<file path="config.mk">
export PLATFORM = sky130hd
export DESIGN_NAME = rv32i_ifetch
export DESIGN_NICKNAME = d
export VERILOG_FILES = /design/src/rtl/rv32i_ifetch.sv
export SDC_FILE = /design/constraint.sdc
export NUM_CORES = 1
export LEC_CHECK = 0
export CORE_ASPECT_RATIO = 0.5
export CORE_UTILIZATION = 45
export DETAILED_ROUTE_END_ITERATION = 8
export PLACE_DENSITY = 0.78
export SLEW_MARGIN = 20
export SYNTH_ARGS = -nofsm -noshare
export SYNTH_HDL_FRONTEND = slang
export SYNTH_SLANG_ARGS = --single-unit
</file>
<file path="constraint.sdc">
create_clock -name clk -period 1.97 [get_ports clk]
set_clock_uncertainty 0.1 [all_clocks]
set_input_delay 0.394 -clock clk [delete_from_list [all_inputs] [get_ports clk]]
set_output_delay 0.394 -clock clk [all_outputs]
set_load 0.1 [all_outputs]
</file>
<file path="src/rtl/rv32i_ifetch.sv">
// RV32I instruction fetch: one outstanding imem request, one-entry output buffer,
// redirect squashes the in-flight response and the buffered instruction.
module rv32i_ifetch #(
    parameter logic [31:0] RESET_PC = 32'h0000_0000
) (
    input  logic        clk,
    input  logic        rst,
    output logic        imem_req_valid,
    output logic [31:0] imem_req_addr,
    input  logic        imem_req_ready,
    input  logic        imem_rsp_valid,
    input  logic [31:0] imem_rsp_data,
    input  logic        redirect_valid,
    input  logic [31:0] redirect_pc,
    output logic        out_valid,
    output logic [31:0] out_instr,
    output logic [31:0] out_pc,
    input  logic        out_ready
);

    typedef enum logic [1:0] {
        IDLE,
        WAIT,
        WAIT_KILL
    } state_e;

    state_e      state_q, state_d;
    logic [31:0] fetch_pc_q, fetch_pc_d;
    logic [31:0] req_pc_q, req_pc_d;
    logic [31:0] out_instr_q, out_instr_d;
    logic [31:0] out_pc_q, out_pc_d;
    logic        out_valid_q, out_valid_d;
    logic        req_fire;
    logic        rsp_load;
    logic        unused_redirect_lo;

    assign unused_redirect_lo = ^redirect_pc[1:0];

    always_ff @(posedge clk) begin
        if (rst) begin
            state_q <= IDLE;
        end else begin
            state_q <= state_d;
        end
    end

    // A response arriving in WAIT_KILL always drains the kill, even under a
    // concurrent redirect, so the FSM can never wait for a response that already came.
    always_comb begin
        state_d = state_q;
        if (redirect_valid) begin
            case (state_q)
                WAIT:      state_d = imem_rsp_valid ? IDLE : WAIT_KILL;
                WAIT_KILL: state_d = imem_rsp_valid ? IDLE : WAIT_KILL;
                default:   state_d = IDLE;
            endcase
        end else begin
            case (state_q)
                IDLE:      if (req_fire) state_d = WAIT;
                WAIT:      if (imem_rsp_valid) state_d = IDLE;
                WAIT_KILL: if (imem_rsp_valid) state_d = IDLE;
                default:   state_d = IDLE;
            endcase
        end
    end

    always_comb begin
        imem_req_valid = !rst && (state_q == IDLE) && (!out_valid_q || out_ready)
                         && !redirect_valid;
        req_fire       = imem_req_valid && imem_req_ready;
        rsp_load       = (state_q == WAIT) && imem_rsp_valid && !redirect_valid;
    end

    always_comb begin
        fetch_pc_d  = fetch_pc_q;
        req_pc_d    = req_pc_q;
        out_instr_d = out_instr_q;
        out_pc_d    = out_pc_q;
        out_valid_d = out_valid_q;
        if (redirect_valid) begin
            fetch_pc_d  = {redirect_pc[31:2], 2'b00};
            out_valid_d = 1'b0;
        end else begin
            if (req_fire) begin
                fetch_pc_d = fetch_pc_q + 32'd4;
                req_pc_d   = fetch_pc_q;
            end
            if (rsp_load) begin
                out_instr_d = imem_rsp_data;
                out_pc_d    = req_pc_q;
                out_valid_d = 1'b1;
            end else if (out_valid_q && out_ready) begin
                out_valid_d = 1'b0;
            end
        end
    end

    always_ff @(posedge clk) begin
        if (rst) begin
            fetch_pc_q  <= RESET_PC;
            req_pc_q    <= '0;
            out_instr_q <= '0;
            out_pc_q    <= '0;
            out_valid_q <= 1'b0;
        end else begin
            fetch_pc_q  <= fetch_pc_d;
            req_pc_q    <= req_pc_d;
            out_instr_q <= out_instr_d;
            out_pc_q    <= out_pc_d;
            out_valid_q <= out_valid_d;
        end
    end

    assign imem_req_addr = fetch_pc_q;
    assign out_valid     = out_valid_q;
    assign out_instr     = out_instr_q;
    assign out_pc        = out_pc_q;

endmodule
</file>
# After elaboration in Yosys (flattened, before gate mapping)
# Cells that the tools add are included.
[totals] register_bits=131 output_inout_bits=98 wordCells=42
[classes] n_addsub=1 n_eq_ne=4 n_mux=10 bitwise=1 n_reduce_logical=19
[op_table] cell="$mux W32" n=2
[op_table] cell="$add A32 B3 Y32 const B" n=1
[op_table] cell="$mux W2" n=5
[op_table] cell="$logic_and A1 B1 Y1" n=7
[op_table] cell="$reduce_and A2 Y1" n=3
[op_table] cell="$pmux W2 S2" n=1
[op_table] cell="$reduce_bool A2 Y1" n=2
[op_table] cell="$reduce_or A2 Y1" n=2
[op_table] cell="$logic_not A1 Y1" n=3
[op_table] cell="$ne A3 B1 Y1 const B" n=1
[op_table] cell="$ne A3 B3 Y1 const B" n=1
[op_table] cell="$eq A2 B1 Y1 const B" n=1
[op_table] cell="$eq A2 B2 Y1 const B" n=1
[op_table] cell="$logic_not A2 Y1" n=1
[op_table] cell="$mux W1" n=2
[op_table] cell="$logic_or A1 B1 Y1" n=1
[op_table] cell="$not A1 Y1" n=1

# Depth between registers and ports, before layout
# Gate-level depths: netlist (run 1).
[depth] ltp_word=8 depth_mapped=8 depth_no_buf=6

# Worst setup path before layout (run 1)
# Ideal clock, no wire load.
[synth_timing] path_kind="flip-flop to flip-flop" from="register fetch_pc_q[2] (netlist: imem_req_addr[2])" to="register fetch_pc_q[18] (netlist: imem_req_addr[18])" setup_time_ps=112 arrival_ps=2372 required_ps=1758 slack_ps=-614 path_stages_with_launch=7 n_path_buf=0 cell_sequence="dfxtp_1 ha_1 and2_1 nand4_4 nor3_2 nor3_1 a2111oi_1"
[synth_via] elab_chain_len=3
[synth_rtl] element="from (decl)" line="28" source="logic [31:0] fetch_pc_q, fetch_pc_d;"
[synth_rtl] element="from (signal assigned)" line="106" source="fetch_pc_q <= fetch_pc_d;"
[synth_rtl] element="$add A32 B3 Y32" line="85" source="fetch_pc_d = fetch_pc_q + 32'd4;"
[synth_rtl] element="$mux W32" line="84" source="if (req_fire) begin"
[synth_rtl] element="$mux W32" line="80" source="if (redirect_valid) begin"
# Every way passes these cells. The select of a mux whose other input is x is not followed.
# A chain may end at the register's enable or synchronous reset.

# Worst setup path after layout (run 1)
[layout_timing] from="input out_ready" to="output imem_req_valid"
[layout_via] elab_chain_len=3
[layout_rtl] element="from (decl)" line="18" source="input logic out_ready"
[layout_rtl] element="$logic_or A1 B1 Y1" line="68" source="imem_req_valid = !rst && (state_q == IDLE) && (!out_valid_q || out_ready)"
[layout_rtl] element="$logic_and A1 B1 Y1" line="68"
[layout_rtl] element="$logic_and A1 B1 Y1" line="69" source="&& !redirect_valid;"
[layout_rtl] element="to (decl)" line="8" source="output logic imem_req_valid,"
# Every way passes these cells.

==> qor.yml, run 1 <==
placed_design:
  hpwl_mm: 10.2
  dp_worst_setup_slack_ps: -269
  io_buffers: 161
  dpl.cell_count: 940
  gp_congestion: 0.842
drt:
  routed_wl_mm: 15.9
  drc: 0
  drt_iter0_drc: 402
  wl_per_cell_um: 16.3
  antenna_left: 0
  avgViaCountPerCell: 5.45
  drt_first_pass_iters: 5
  dr_total_vias: 5310
timing:
  max_freq_mhz: 514
  finalHoldViolCount: 0
  fin_tns_setup_ps: 0
  slew_viol_final: 0
  rsz0062_at_grt: "false"
  fin_crit_sh: 0.987
  relSlewSlack: 0.627
  final-setup-viol-count: 0
  min_period_ps: 1940
  worst_slew_pin_slew_ps: 560
  fin_ws_ps: 25.5
clock_network:
  cts_tree: "built"
  clk_latency_ps: 410
  ctsHoldBuffers: 0
  clk_pin_slew_ps: 50
  cts_num_sinks: 125
  cts.htree.levels: 4
  cts_made_buffers: 17
  clock_tree.root_cell: "clkbuf_16"
  clk_path_buf_depth: 2
final_layout:
  nNetsFinal: 889
  final_common_cell: "nand2_1"
  layout-drive-gt1-share: 0.258
  syn_to_final_growth_pct: 68.6
  stdcell_count: 974
  layout_common_cells: "nand2_1 (197), a21oi_1 (118), buf_12 (99)"
  final_core_util: 0.790
  diodes: 0
worst_setup_path:
  cp-end-kind: "output pin"
  startpoint_type: "input port"
  crit_arrival_ps: 1450
  worstPathMaxFanout: 2
  required_ps: 1480
  critPathKind: "input port to output pin"
grt:
  grt_pass1_wl_mm: 26.0
  grt_usage: 0.275
  grt_pass1_vias: 5329
  grt_start_max_net_pins: 125
  antenna_found_initial: 0
  overflow: 0
synthesis:
  synth_area_leader_cell: "dfxtp_1"
  ys_types: 53
  avgSynthCellArea_sq_um: 7.97
  synth.area.top_cells: "dfxtp_1 (48%), nand2_1 (14%), a21oi_1 (11%)"
  post-synth-top-area-fraction: 0.479
  netlist_instances: 655
  yosys_warnings: 0
  synth-seq-cells: 125
  ys_seq_area_frac: 0.479
  synthesis.area_sq_um: 5220
power:
  power_density_nw_per_um2: 805
  cellLeakagePower_nw: 3.22
  power_mw: 7.09
  vdd_drop_max_mv: 0.598
floorplan:
  io_pins: 168
  start_util: 0.468
  fp.dieH_um: 78.2
  die_area_sq_um: 12100
  core-area_sq_um: 11100
  fp.dieW_um: 154
  rows: 27
min_path:
  hold_class: "input port to register"
run:
  maxCapViolations: 0
run_status:
  status: "completed"
Yosys cell counts, drive strengths merged:
cell type / instances
a2111oi: 2
nand2b: 4
nor2b: 5
mux2: 3
a221oi: 1
o21a: 7
buf: 17
o32a: 1
a2bb2oi: 1
nor3b: 1
or2: 2
nor3: 12
xor2: 2
nand4b: 1
a32oi: 2
nand3b: 5
nand2: 197
nor2: 18
a22oi: 6
o31a: 1
xnor2: 8
conb: 1
a31oi: 4
a21oi: 118
a21boi: 1
and4: 4
inv: 11
nand4: 13
and2: 3
ha: 3
nor4b: 2
clkbuf: 35
o21ai: 12
or3: 2
o22ai: 5
nand3: 8
and3: 5
dfxtp: 125
nor4: 7
cells by family after synthesis:
kind of cell	after synthesis	share of synthesized area
xor+xnor	10	0.0168
mux	3	0.00647
other cells	1	0.000718
buf+inv	63	0.0525
flops	125	0.479
fa+ha+maj	3	0.00719
simple gates	289	0.268
compound gates	161	0.169
area by class of cell:
type                    count  area, sq um
repair buffers            191         2830
flip-flops and latches    125         2590
multi-input cells         470         2520
fillers                   686         2340
clock buffers              22          485
well taps                 145          181
clock inverters            10          158
inverters                  11         41.3
worst paths after layout:
kind,start,to,slack (ps),depth (start not counted)
setup / recovery,out_ready,imem_req_valid,30,5
hold / removal,rst,out_valid,200,3
setup reg to reg,imem_req_addr[2],imem_req_addr[26],40,6
hold reg to reg,req_pc_q[23],req_pc_q[23],350,2
metrics by stage:
stage | hold WS [ps] | cell area [sq um]
floorplan | 332 | 5320
global placement | 340 | 8100
detailed placement | 344 | 8100
CTS | 186 | 8760
global route | 201 | 8810
finish | 200 | 8810
sequential cells by signal (all words and copies together) (netlist names):
name,flops
imem_req_addr,30
req_pc_q,30
out_pc,30
out_valid,1
state_q,2
out_instr,32
timing repair:
action | in CTS | in global routing
endpoints found under the hold margin | 0 | 0
gates resized for setup | 3 | 10
setup endpoints to repair | 4 | 10
buffers inserted | 1 | 1
pin swaps | 1 | 1
gates cloned | 0 | 0
critical path, cell delays in order:
cell and delay [ps]:
clkdlybuf4s50_1 400, nand2b_4 140, buf_4 130, and3_2 220, buf_12 160
power by group:
group          switching, mW  internal [mW]
logic                  0.596          0.403
registers              0.105           2.58
clock network           1.14           2.26
metal layers:
metal  up-vias  GRT usage  share of wire
met2       198      0.495           0.51
li1       2540          -              -
met5         -          0              0
met3        54     0.0740          0.063
met4         0      0.130          0.031
met1      2518      0.306           0.39
No activity file was read; power rests on OpenSTA's default activity.
==> run 2: changes to the inputs <==
--- a/config.mk
+++ b/config.mk
@@ -6,9 +6,10 @@
 export NUM_CORES = 1
 export LEC_CHECK = 0
 export CORE_ASPECT_RATIO = 0.5
-export CORE_UTILIZATION = 45
+export CORE_UTILIZATION = 46
+export CTS_CLUSTER_SIZE = 8
 export DETAILED_ROUTE_END_ITERATION = 8
-export PLACE_DENSITY = 0.78
+export PLACE_DENSITY = 0.8
 export SLEW_MARGIN = 20
 export SYNTH_ARGS = -nofsm -noshare
 export SYNTH_HDL_FRONTEND = slang
==> qor.yml, run 2 (synthesis results as in run 1) <==
clock_network:
  clk_path_buf_depth: 2
  clk_latency_ps: 410
  cts.htree.levels: 4
  clk_pin_slew_ps: 50
  cts_num_sinks: 125
  cts_tree: "built"
  ctsHoldBuffers: 0
  cts_made_buffers: 17
  clock_tree.root_cell: "clkbuf_16"
grt:
  antenna_found_initial: 0
  grt_pass1_vias: 5337
  grt_pass1_wl_mm: 26.3
  overflow: 0
  grt_start_max_net_pins: 125
  grt_usage: 0.278
timing:
  fin_crit_sh: 0.977
  max_freq_mhz: 519
  fin_ws_ps: 44.5
  fin_tns_setup_ps: 0
  worst_slew_pin_slew_ps: 528
  relSlewSlack: 0.648
  slew_viol_final: 0
  finalHoldViolCount: 0
  final-setup-viol-count: 0
  min_period_ps: 1930
  holdWs_ps: 227
drt:
  drt_iter0_drc: 428
  antenna_left: 0
  avgViaCountPerCell: 5.47
  dr_total_vias: 5332
  drt_first_pass_iters: 8
  drc: 8
  wl_per_cell_um: 16.4
  routed_wl_mm: 16.0
worst_setup_path:
  critPathKind: "input port to output pin"
  r2r_setup_slack_ps: 80
  cp-end-kind: "output pin"
  worstPathMaxFanout: 4
  startpoint_type: "input port"
  required_ps: 1480
  crit_arrival_ps: 1430
run_status:
  status: "finished, violations left"
  violations: "DRC"
power:
  power_density_nw_per_um2: 796
  swShare: 0.264
  p_comb_frac: 0.142
  p_switching_mw: 1.84
  cellLeakagePower_nw: 3.18
  p_seq_frac: 0.385
  p_int_mw: 5.14
  vdd_drop_max_mv: 0.617
  power_frac_clock: 0.473
floorplan:
  fp.dieH_um: 77.3
  start_util: 0.474
  rows: 27
  core-area_sq_um: 11000
  die_area_sq_um: 11800
  io_pins: 168
  fp.dieW_um: 153
placed_design:
  dp_worst_setup_slack_ps: -261
  gp_congestion: 0.838
  hpwl_mm: 10.3
  io_buffers: 161
final_layout:
  layout_common_cells: "nand2_1 (197), a21oi_1 (118), buf_12 (100)"
  layout-drive-gt1-share: 0.251
  largest_reg_flops: 32
  nNetsFinal: 889
  syn_to_final_growth_pct: 67.9
  diodes: 0
  final_common_cell: "nand2_1"
min_path:
  hold_class: "input port to register"
run:
  maxCapViolations: 0
[run 2: through the flow]
stage / utilization / power [mW] / area [sq um] / cells
after floorplan: - / 3.27 / 5320 / 658
after global placement: 0.737 / 3.69 / 8120 / 941
after detailed placement: 0.737 / 3.71 / 8120 / 941
after CTS: 0.795 / 7.00 / 8750 / 973
after global routing: 0.796 / 7.19 / 8770 / 974
final: 0.796 / 6.98 / 8770 / 974
[run 2: area by class of cell]
type                    instances  area, sq um
multi-input cells             470         2480
clock buffers                  25          539
clock inverters                 7         95.1
well taps                     145          181
fillers                       618         2240
inverters                      11         41.3
repair buffers                191         2850
flip-flops and latches        125         2590
[run 2: worst max-delay path, stage by stage]
cell and delay [ps]:
clkdlybuf4s50_1 440, nand2b_1 180, and3_2 240, buf_12 170
[run 2: power by group through the flow]
stage	clock (mW)	combinational (mW)	sequential [mW]
after global placement	0	0.966	2.73
final	3.30	0.994	2.69
after floorplan	0	0.259	3.01
after detailed placement	0	0.979	2.73
after global routing	3.46	1.03	2.69
after CTS	3.33	0.989	2.68
[run 2: routing by layer]
layer / track usage / share of wire / up-vias / wire length [um]
met2: 0.495 / 0.50 / 257 / 8060
met5: 0 / 0 / - / 0
li1: - / - / 2540 / -
met1: 0.313 / 0.39 / 2490 / 6220
met3: 0.0832 / 0.079 / 45 / 1260
met4: 0.111 / 0.027 / 0 / 433
[run 2: timing repair]
item	CTS	global route
setup endpoints to repair	1	5
setup buffers	0	1
resized for setup	1	1
pin swaps	0	1
[run 2: final timing paths]
| kind | startpoint | end | depth (start not counted) |
|---|---|---|---|
| max | out_ready | imem_req_valid | 4 |
| min reg2reg | req_pc_q[17] | out_pc[17] | 2 |
| max reg2reg | imem_req_addr[3] | imem_req_addr[26] | 6 |
| min | rst | out_valid | 3 |
==> run 3: changes to the inputs <==
--- a/config.mk
+++ b/config.mk
@@ -5,11 +5,13 @@
 export SDC_FILE = /design/constraint.sdc
 export NUM_CORES = 1
 export LEC_CHECK = 0
+export CELL_PAD_IN_SITES_DETAIL_PLACEMENT = 0
+export CELL_PAD_IN_SITES_GLOBAL_PLACEMENT = 2
 export CORE_ASPECT_RATIO = 0.5
-export CORE_UTILIZATION = 46
+export CORE_UTILIZATION = 26
 export CTS_CLUSTER_SIZE = 8
 export DETAILED_ROUTE_END_ITERATION = 8
-export PLACE_DENSITY = 0.8
+export PLACE_DENSITY_LB_ADDON = 0.1
 export SLEW_MARGIN = 20
 export SYNTH_ARGS = -nofsm -noshare
 export SYNTH_HDL_FRONTEND = slang
==> constraint.sdc (replaced) <==
create_clock -name clk -period 1.97 [get_ports clk]
set_clock_uncertainty 0.1 [all_clocks]
set_input_delay 0.197 -clock clk [delete_from_list [all_inputs] [get_ports clk]]
set_output_delay 0.197 -clock clk [all_outputs]
set_load 0.1 [all_outputs]
==> qor.yml, run 3 (synthesis results as in run 1) <==
floorplan:
  rows: 36
  fp.dieW_um: 202
  io_pins: 168
  fp.dieH_um: 102
  start_util: 0.267
  die_area_sq_um: 20700
  core-area_sq_um: 19500
placed_design:
  dpl_cell_area_sq_um: 7080
  io_buffers: 161
  dpl.cell_count: 1061
  hpwl_mm: 10.9
  gp_congestion: 0.734
  dp_worst_setup_slack_ps: -103
drt:
  drt_first_pass_iters: 5
  drc: 0
  wl_per_cell_um: 15.2
  routed_wl_mm: 16.7
  dr_total_vias: 5009
  avgViaCountPerCell: 4.56
  antenna_left: 0
  drt_iter0_drc: 151
worst_setup_path:
  r2r_start: "imem_req_addr[2]"
  crit_arrival_ps: 2020
  r2r_end: "imem_req_addr[18]"
  reg2reg_depth: 6
  worstPathMaxFanout: 8
  critPathKind: "register to register"
  required_ps: 2160
  cp-end-kind: "register"
  startpoint_type: "register"
  r2r_setup_slack_ps: 140
grt:
  busiest_layer: "met2"
  grt_start_max_net_pins: 125
  overflow: 0
  grt_pass1_vias: 4800
  grt_pass1_wl_mm: 26.4
  antenna_found_initial: 0
  use_met1: 0.218
  met3_usage: 0.0561
  grt_util_met2: 0.260
  grt_usage: 0.166
power:
  power_mw: 6.64
  vdd_drop_max_mv: 0.535
  cellLeakagePower_nw: 2.89
  power_density_nw_per_um2: 861
clock_network:
  clk_pin_slew_ps: 60
  clk_path_buf_depth: 2
  cts_tree: "built"
  cts_made_buffers: 17
  clk_latency_ps: 410
  cts_num_sinks: 125
  cts.htree.levels: 4
  clock_tree.root_cell: "clkbuf_16"
final_layout:
  layout-drive-gt1-share: 0.256
  diodes: 0
  post-route-cell-area_sq_um: 7720
  largest_reg_flops: 32
  final_common_cell: "nand2_1"
  stdcell_count: 1098
  layout_common_cells: "nand2_1 (197), buf_4 (121), a21oi_1 (118)"
  nNetsFinal: 892
  syn_to_final_growth_pct: 47.8
  final_core_util: 0.395
timing:
  relSlewSlack: 0.587
  final-setup-viol-count: 0
  max_freq_mhz: 547
  fin_crit_sh: 0.929
  worst_slew_pin_slew_ps: 620
  min_period_ps: 1830
  fin_tns_setup_ps: 0
  rsz0062_at_grt: "false"
  holdWs_ps: 49.4
  slew_viol_final: 0
  finalHoldViolCount: 0
  fin_ws_ps: 141
run:
  maxCapViolations: 0
min_path:
  min_path_cells: 3
  holdPathEnd: "out_valid"
  hold_class: "input port to register"
  worstHoldStart: "redirect_valid"
run_status:
  status: "completed"
## run 3: cell types whose count changed in the layout (fill, tap and decap cells not counted), sizes merged
cell and delta:
inv +3, bufinv -2, clkbuf -3, dlygate4sd3 +1, clkinvlp +2, buf +2
## run 3: what timing repair did
action / 4_1_cts / 5_1_grt
endpoints found under the hold margin: 1 / 0
hold buffers: 1 / 0
buffers inserted: 0 / 4
setup endpoints to repair: 0 / 10
gates resized for setup: 0 / 4
## run 3: power by group
| group | internal, mW | total (mW) | switching [mW] |
|---|---|---|---|
| sequential | 2.58 | 2.66 | 0.0773 |
| combinational | 0.290 | 0.884 | 0.594 |
| clock | 1.87 | 3.10 | 1.23 |
## run 3: layout make-up
cell class	count	area, sq um
Clock inverter	10	71.3
Multi-Input combinational cell	470	2480
Timing Repair Buffer	194	1690
Inverter	11	41.3
Clock buffer	22	517
Tap cell	266	333
Sequential cell	125	2590
Fill cell	2071	11800
## run 3: worst max-delay path by stage
stage / start / endpoint / slack [ps] / depth (start not counted)
floorplan: imem_req_addr[3] / imem_req_addr[18] / -8 / 6
global placement: out_ready / imem_req_addr[9] / -70 / 8
detailed placement: out_ready / imem_req_addr[9] / -100 / 8
CTS: imem_req_addr[2] / imem_req_addr[24] / 70 / 6
global route: imem_req_addr[3] / imem_req_addr[15] / 40 / 6
finish: imem_req_addr[2] / imem_req_addr[18] / 140 / 6
## run 3: critical path, stage by stage (launching register included)
cell	delay (ps)
dfxtp_4	340
ha_1	220
and2_4	180
nand4_4	200
nor3_2	240
nor3_1	70
a2111oi_1	350
## run 3: metal layers
layer  wire length (um)  share of wire
met5                  0              0
met4                 93         0.0056
met3                969          0.058
met2               7550           0.45
met1               8060           0.48
